===== src/rtl/debounce_pkg.sv =====
// Shared types for the debounce / edge-strobe block.
package debounce_pkg;

   // STABLE: q agrees with the synchronized input.
   // WAIT:   the input disagrees with q and the disagreement is being timed.
   typedef enum logic {
      ST_STABLE = 1'b0,
      ST_WAIT   = 1'b1
   } db_state_t;

endpackage


===== src/rtl/sync_2ff.sv =====
// Two-flop synchronizer for a single asynchronous bit, with a reset value.
module sync_2ff #(
   parameter logic RESET_VAL = 1'b0
) (
   input  logic clk,
   input  logic rst,
   input  logic d,
   output logic q
);

   logic meta_q;
   logic sync_q;

   // First flop may go metastable; the second gives it a full cycle to settle.
   always_ff @(posedge clk) begin
      if (rst) begin
         meta_q <= RESET_VAL;
         sync_q <= RESET_VAL;
      end else begin
         meta_q <= d;
         sync_q <= meta_q;
      end
   end

   assign q = sync_q;

endmodule


===== src/rtl/debounce_edge.sv =====
// Debouncer: synchronizes a noisy input, accepts a new level only after it has
// been seen for STABLE_CYCLES consecutive synchronized samples, and emits a
// one-cycle rise/fall strobe in the same cycle the debounced level changes.
//
// Handshake note: there is no valid/ready pairing here. rise and fall are
// single-cycle qualifiers that are valid exactly in the cycle q has just
// taken its new value; downstream logic samples them every cycle.
module debounce_edge
   import debounce_pkg::*;
#(
   parameter int unsigned STABLE_CYCLES = 16,
   parameter logic        RESET_LEVEL   = 1'b0
) (
   input  logic clk,
   input  logic rst,
   input  logic din,
   output logic q,
   output logic rise,
   output logic fall
);

   localparam int unsigned      CNT_W    = $clog2(STABLE_CYCLES + 1);
   // Count value at which the next mismatching sample completes the window.
   localparam logic [CNT_W-1:0] CNT_LAST = CNT_W'(STABLE_CYCLES - 1);

   logic             s;
   db_state_t        state_q;
   logic [CNT_W-1:0] cnt_q;
   logic [CNT_W-1:0] cnt_d;
   logic             q_q;
   logic             rise_q;
   logic             fall_q;

   sync_2ff #(
      .RESET_VAL(RESET_LEVEL)
   ) u_sync (
      .clk(clk),
      .rst(rst),
      .d  (din),
      .q  (s)
   );

   // Incremented count; only used while timing a mismatch, so it cannot
   // pass CNT_LAST.
   assign cnt_d = cnt_q + 1'b1;

   // Stability FSM with the counter and registered level/strobe outputs.
   always_ff @(posedge clk) begin
      if (rst) begin
         state_q <= ST_STABLE;
         cnt_q   <= '0;
         q_q     <= RESET_LEVEL;
         rise_q  <= 1'b0;
         fall_q  <= 1'b0;
      end else begin
         rise_q <= 1'b0;
         fall_q <= 1'b0;
         case (state_q)
            ST_STABLE: begin
               if (s != q_q) begin
                  // This sample is the first of the window.
                  state_q <= ST_WAIT;
                  cnt_q   <= CNT_W'(1);
               end else begin
                  cnt_q   <= '0;
               end
            end
            ST_WAIT: begin
               if (s == q_q) begin
                  // Bounce back: drop the pending change silently.
                  state_q <= ST_STABLE;
                  cnt_q   <= '0;
               end else if (cnt_q == CNT_LAST) begin
                  q_q     <= s;
                  rise_q  <= s;
                  fall_q  <= ~s;
                  state_q <= ST_STABLE;
                  cnt_q   <= '0;
               end else begin
                  cnt_q   <= cnt_d;
               end
            end
            default: begin
               state_q <= ST_STABLE;
               cnt_q   <= '0;
            end
         endcase
      end
   end

   assign q    = q_q;
   assign rise = rise_q;
   assign fall = fall_q;

endmodule


===== config.mk =====
export PLATFORM = sky130hd
export DESIGN_NAME = debounce_edge
export DESIGN_NICKNAME = d
export VERILOG_FILES = /design/src/rtl/debounce_pkg.sv /design/src/rtl/sync_2ff.sv /design/src/rtl/debounce_edge.sv
export SDC_FILE = /design/constraint.sdc
export NUM_CORES = 1
export LEC_CHECK = 0
export CAP_MARGIN = 20
export CORE_AREA = 2 2 39 41
export CTS_CLUSTER_SIZE = 30
export DETAILED_ROUTE_END_ITERATION = 16
export DIE_AREA = 0 0 41 43
export GPL_ROUTABILITY_DRIVEN = 0
export GPL_TIMING_DRIVEN = 1
export MAX_ROUTING_LAYER = met4
export PLACE_DENSITY = 0.58
export SYNTH_ARGS = -nofsm -noshare
export SYNTH_HDL_FRONTEND = slang
export SYNTH_SLANG_ARGS = --single-unit

===== constraint.sdc =====
create_clock -name clk -period 1.8 [get_ports clk]
set_input_delay 0.18 -clock clk [delete_from_list [all_inputs] [get_ports clk]]
set_output_delay 0.18 -clock clk [all_outputs]
set_load 0.05 [all_outputs]

==> impl_metrics.ini, run 1 <==
[cts]
cts.clk_slew.worst_paths_ps = 60
clock-sinks = 11
ctsHoldBuffers = 0
cts_setup_buffers = 0
cts_tree = built
clock_path_buffers = 2
cts_buffers = 3
clk_latency_ps = 260
cts_resized = 0
htree_levels = 1
clockRootBuffer = clkbuf_4

[timing]
slew_violations = 0
finalHoldViolCount = 0
max_slew_margin_pct = 67.2
fin_setup_tns_ps = 0
fin_crit_ps = 1670
finClkSkew_ps = 2.52
fin_crit_sh_pct = 92.8
setup_viol = 0
fmax_mhz = 599
worst_pin_slew_ps = 490
rsz0062_at_grt = no

[routing]
wire_per_inst_um = 9.08
drt_iter0_drc = 2
drt-met1-wl_um = 286
top_layer_used = met4
wl_met3_um = 20
wirelength_um = 581
firstDrtPassIters = 2
drc_errors = 0
ant_nets = 0
route.met2.wl_um = 259
vias = 284
via_per_inst = 4.44

[layout]
layout-drive-gt1-share_pct = 10.4
syn_to_final_growth_pct = 25.7
layout.nets = 55
nFillCells = 146
stdcell_area_um2 = 508
diodes = 0

[worst_setup_path]
path_cells = clkdlybuf4s50_1
worstSetupEndpointType = output port
cp-start-kind = register
crit_type = register to output port
crit_arrival_ps = 1490
critPathMaxFanout = 5
cp_slowest_cell = clkdlybuf4s50_1
critical_path.max_stage_delay_ps = 830
crit_buf_inv = 1
crit_family = buffers and inverters
critical_path_required_ps = 1620

[pwr]
p_leak_nw = 0.178
power_frac_clock_pct = 38.3
netSwitchingPower_mw = 0.0834
p_seq_share_pct = 58.8
swShare_pct = 19.7
pwr-share-comb_pct = 2.9
max-vdd-ir-drop_mv = 0.395
powerDensity_mw_per_mm2 = 834
p_int_mw = 0.341

[placement]
portBuffers = 5
dpl-instance-area_um2 = 482
dpl.hpwl_um = 436

[run_status]
outcome = complete, no violations

[logic_synthesis]
ys_ff_latch = 11
synthArstFlopShare_pct = 0
yosysWarnings = 0
synth_ff_type = dfxtp_1
yosysTopAreaCellShare_pct = 54.5
postSynthAreaPerCell_um2 = 10.6
syn_inst = 38
ys_top_cells_by_count = 11 x dfxtp_1, 4 x nor2_1, 3 x ha_1
synth_top_cells_by_area = dfxtp_1 54%, ha_1 9.3%, xnor2_1 4.3%
synth_top_area_cell = dfxtp_1
ys_types = 17
netlist_area_um2 = 404
syn_nets = 44
ys_seq_area_share_pct = 54.5
synth_most_common_cell = dfxtp_1
synth-edff-count = 0

[hold_path]
min_path_type = register to register

[floorplan]
initial_core_util_pct = 29.2
num_rows = 14
die_w_um = 41
coreArea_mm2 = 0.00138
die_y_um = 43
dieArea_mm2 = 0.00176
ios = 6

[flow_run]
maxCapViolCount = 0

[grt]
grt_pass1_vias = 263
antenna_found_initial = 0
grt_max_degree = 7
grt_util_all_layers_pct = 9.11
gr-total-overflow = 0
grt_pass1_wl_um = 979
==> flip-flops by register name, indices dropped and copies added (netlist names) <==
name / cells
cnt_q: 5
fall: 1
q: 1
rise: 1
state_q: 1
u_sync.meta_q: 1
u_sync.q: 1
==> path summary, 6_finish.rpt <==
path	start	endpoint	slack (ps)	depth (start not counted)
setup reg to reg	cnt_q[0]	cnt_q[2]	150	5
hold reg to reg	u_sync.meta_q	u_sync.q	450	1
hold / removal	u_sync.meta_q	u_sync.q	450	1
setup / recovery	q	q	130	1
==> cell usage in the layout (no fill, tap or decap) <==
cell type / netlist / routed
clkbuf_1: 0 / 1
nor2b_1: 2 / 2
inv_1: 2 / 2
a21oi_1: 1 / 1
nor3b_1: 2 / 2
xnor2_1: 2 / 2
buf_4: 0 / 1
ha_1: 3 / 3
clkbuf_4: 0 / 3
nor3_1: 1 / 1
clkdlybuf4s50_1: 0 / 5
nand3_1: 2 / 2
or4b_4: 1 / 1
nand2_1: 2 / 2
dfxtp_1: 11 / 11
xor2_1: 1 / 1
and3_1: 1 / 1
nand3b_1: 1 / 1
nor2_1: 4 / 4
a211oi_1: 1 / 1
o21a_1: 1 / 1
==> power groups by stage <==
| stage | Sequential [mW] | Clock, mW | Combinational [mW] |
|---|---|---|---|
| detailed placement | 0.255 | 0 | 0.0127 |
| CTS | 0.249 | 0.171 | 0.0127 |
| global route | 0.250 | 0.177 | 0.0140 |
| finish | 0.249 | 0.162 | 0.0125 |
| floorplan | 0.254 | 0 | 0.00444 |
| global placement | 0.255 | 0 | 0.0127 |
==> kinds of logic (layout without fill, tap and decap cells) <==
logic type,after synthesis,after routing,synth area share (%)
AND/OR/NAND/NOR,16,16,22.9
XOR/XNOR,3,3,6.50
buffers and inverters,2,12,1.86
flip-flops,11,11,54.5
adder cells (fa/ha/maj),3,3,9.29
AO/OA/AOI/OAI,3,3,4.95
==> area by class of cell <==
class	count	area [µm²]	area share, %
tap	16	20.0	3.94
multi-input combinational	25	176	34.7
clock buffer	4	26.3	5.17
inverter	2	7.51	1.48
timing repair buffer	6	57.6	11.3
sequential	11	220	43.3
==> per-layer routing <==
layer	vias to the layer above	global-route usage, %
met5	-	-
met4	0	12.0
met3	2	1.57
met2	7	11.6
met1	126	9.84
li1	149	-
==> per-stage QoR <==
stage | hold slack, ps | worst slack, ps | power (mW) | util (%) | instances
CTS | 451 | 109 | 0.433 | 36.7 | 64
detailed placement | 439 | 150 | 0.267 | 34.8 | 60
global route | 468 | 62.8 | 0.440 | 36.7 | 64
floorplan | 249 | 249 | 0.259 | - | 38
global placement | 419 | 151 | 0.267 | 34.8 | 60
finish | 452 | 130 | 0.424 | 36.7 | 64
Power figures use the tool's default switching activity.
==> run 2, diff against run 1 <==
CTS_CLUSTER_SIZE = 24   (was 30)
==> results of run 2 <==
The final DEF is identical to that of run 1; final timing and power are the same.
==> run 3, diff against run 2 <==
CTS_BUF_LIST = sky130_fd_sc_hd__clkbuf_2 sky130_fd_sc_hd__clkbuf_4 sky130_fd_sc_hd__clkbuf_8   (was unset)
==> run 3 against run 2 <==
Critical path depth did not move. Maximum frequency is essentially flat. Cell area increased by 0.74%. Sequential power hardly changed. Sequential cell count did not move. Clock power is 9.9% higher. Clock skew is essentially flat. First-iteration DRC count unchanged. Core utilization up 0.27 points.
==> impl_metrics.ini, run 3 (synthesis gave the netlist of run 1 again) <==
[worst_setup_path]
critPathMaxFanout = 5
endpoint = q
startpoint = q
critical_path.max_stage_delay_ps = 830
critical_path_required_ps = 1620
crit_buf_inv = 1
cp.depth = 1
cp-start-kind = register
path_cells = clkdlybuf4s50_1
r2r_cells = 5
crit_type = register to output port
worstReg2RegEnd = cnt_q[2]
crit_family = buffers and inverters
cp_slowest_cell = clkdlybuf4s50_1
crit_arrival_ps = 1490
r2r_slack_ps = 140
worstSetupEndpointType = output port
worstReg2RegStart = cnt_q[0]

[timing]
finClkSkew_ps = 2.61
slew_violations = 0
worst_pin_slew_ps = 490
finalHoldViolCount = 0
setup_viol = 0
max_slew_margin_pct = 67.2
fmax_mhz = 599
rsz0062_at_grt = no
fin_setup_tns_ps = 0
fin_crit_ps = 1670
fin_crit_sh_pct = 92.8
holdWs_ps = 452

[routing]
drc_errors = 0
ant_nets = 0
top_layer_used = met4
route.met2.wl_um = 271
firstDrtPassIters = 2
wire_per_inst_um = 9.30
drt_iter0_drc = 2
vias = 282
wl_met3_um = 20
wirelength_um = 595
drt-met1-wl_um = 288
via_per_inst = 4.41

[cts]
clk_latency_ps = 260
ctsHoldBuffers = 0
clock-sinks = 11
cts_buffers = 3
cts_resized = 0
cts.clk_slew.worst_paths_ps = 60
htree_levels = 1
clock_path_buffers = 2
cts_setup_buffers = 0
clockRootBuffer = clkbuf_4
cts_tree = built

[placement]
dpl.hpwl_um = 436
portBuffers = 5

[grt]
antenna_found_initial = 0
grt_max_degree = 7
grt_pass1_vias = 263
gr-total-overflow = 0
grt_pass1_wl_um = 986
grt_util_all_layers_pct = 9.21

[layout]
largest-register = cnt_q
diodes = 0
layout-drive-gt1-share_pct = 12.5
layout.nets = 55
layout_common_cells = 11 x dfxtp_1, 5 x clkdlybuf4s50_1, 4 x nor2_1, 4 x clkbuf_4, 3 x ha_1
syn_to_final_growth_pct = 26.6
largest_reg_flops = 5
final_common_cell = dfxtp_1

[floorplan]
dieArea_mm2 = 0.00176
ios = 6
die_w_um = 41
coreArea_mm2 = 0.00138
num_rows = 14
die_y_um = 43
initial_core_util_pct = 29.2

[pwr]
power_mw = 0.440
max-vdd-ir-drop_mv = 0.443
powerDensity_mw_per_mm2 = 859
p_leak_nw = 0.182

[hold_path]
min_path_type = register to register

[flow_run]
maxCapViolCount = 0

[run_status]
outcome = complete, no violations
## run 3: how the worst min path moves through the flow
stage | startpoint | end | slack [ps] | cells after the start
after detailed placement | u_sync.meta_q | u_sync.q | 440 | 1
after CTS | u_sync.meta_q | u_sync.q | 450 | 1
after global routing | u_sync.meta_q | u_sync.q | 470 | 1
after floorplan | rst | q | 250 | 1
after global placement | u_sync.meta_q | u_sync.q | 420 | 1
final | u_sync.meta_q | u_sync.q | 450 | 1
## run 3: metal layers
metal	global-route usage [%]	vias to the layer above
li1	-	147
met1	9.84	126
met2	11.9	7
met3	1.57	2
met4	12.0	0
met5	-	-
## run 3: power breakdown
| part | internal, mW | switching (mW) |
|---|---|---|
| Clock | 0.101 | 0.0773 |
| Sequential | 0.247 | 0.00250 |
| Combinational | 0.00831 | 0.00418 |
## run 3: layout make-up
type	instances	area (µm²)
Fill cell	145	872
Sequential cell	11	220
Multi-Input combinational cell	25	176
Timing Repair Buffer	6	57.6
Clock buffer	4	30.0
Tap cell	16	20.0
Inverter	2	7.51
## run 3: metrics by stage
stage | setup slack (ps) | utilization [%] | instance area [µm²] | instances
global route | 62.8 | 37.0 | 512 | 64
global placement | 151 | 34.8 | 482 | 60
CTS | 109 | 37.0 | 512 | 64
finish | 129 | 37.0 | 512 | 64
detailed placement | 150 | 34.8 | 482 | 60
floorplan | 249 | - | 404 | 38
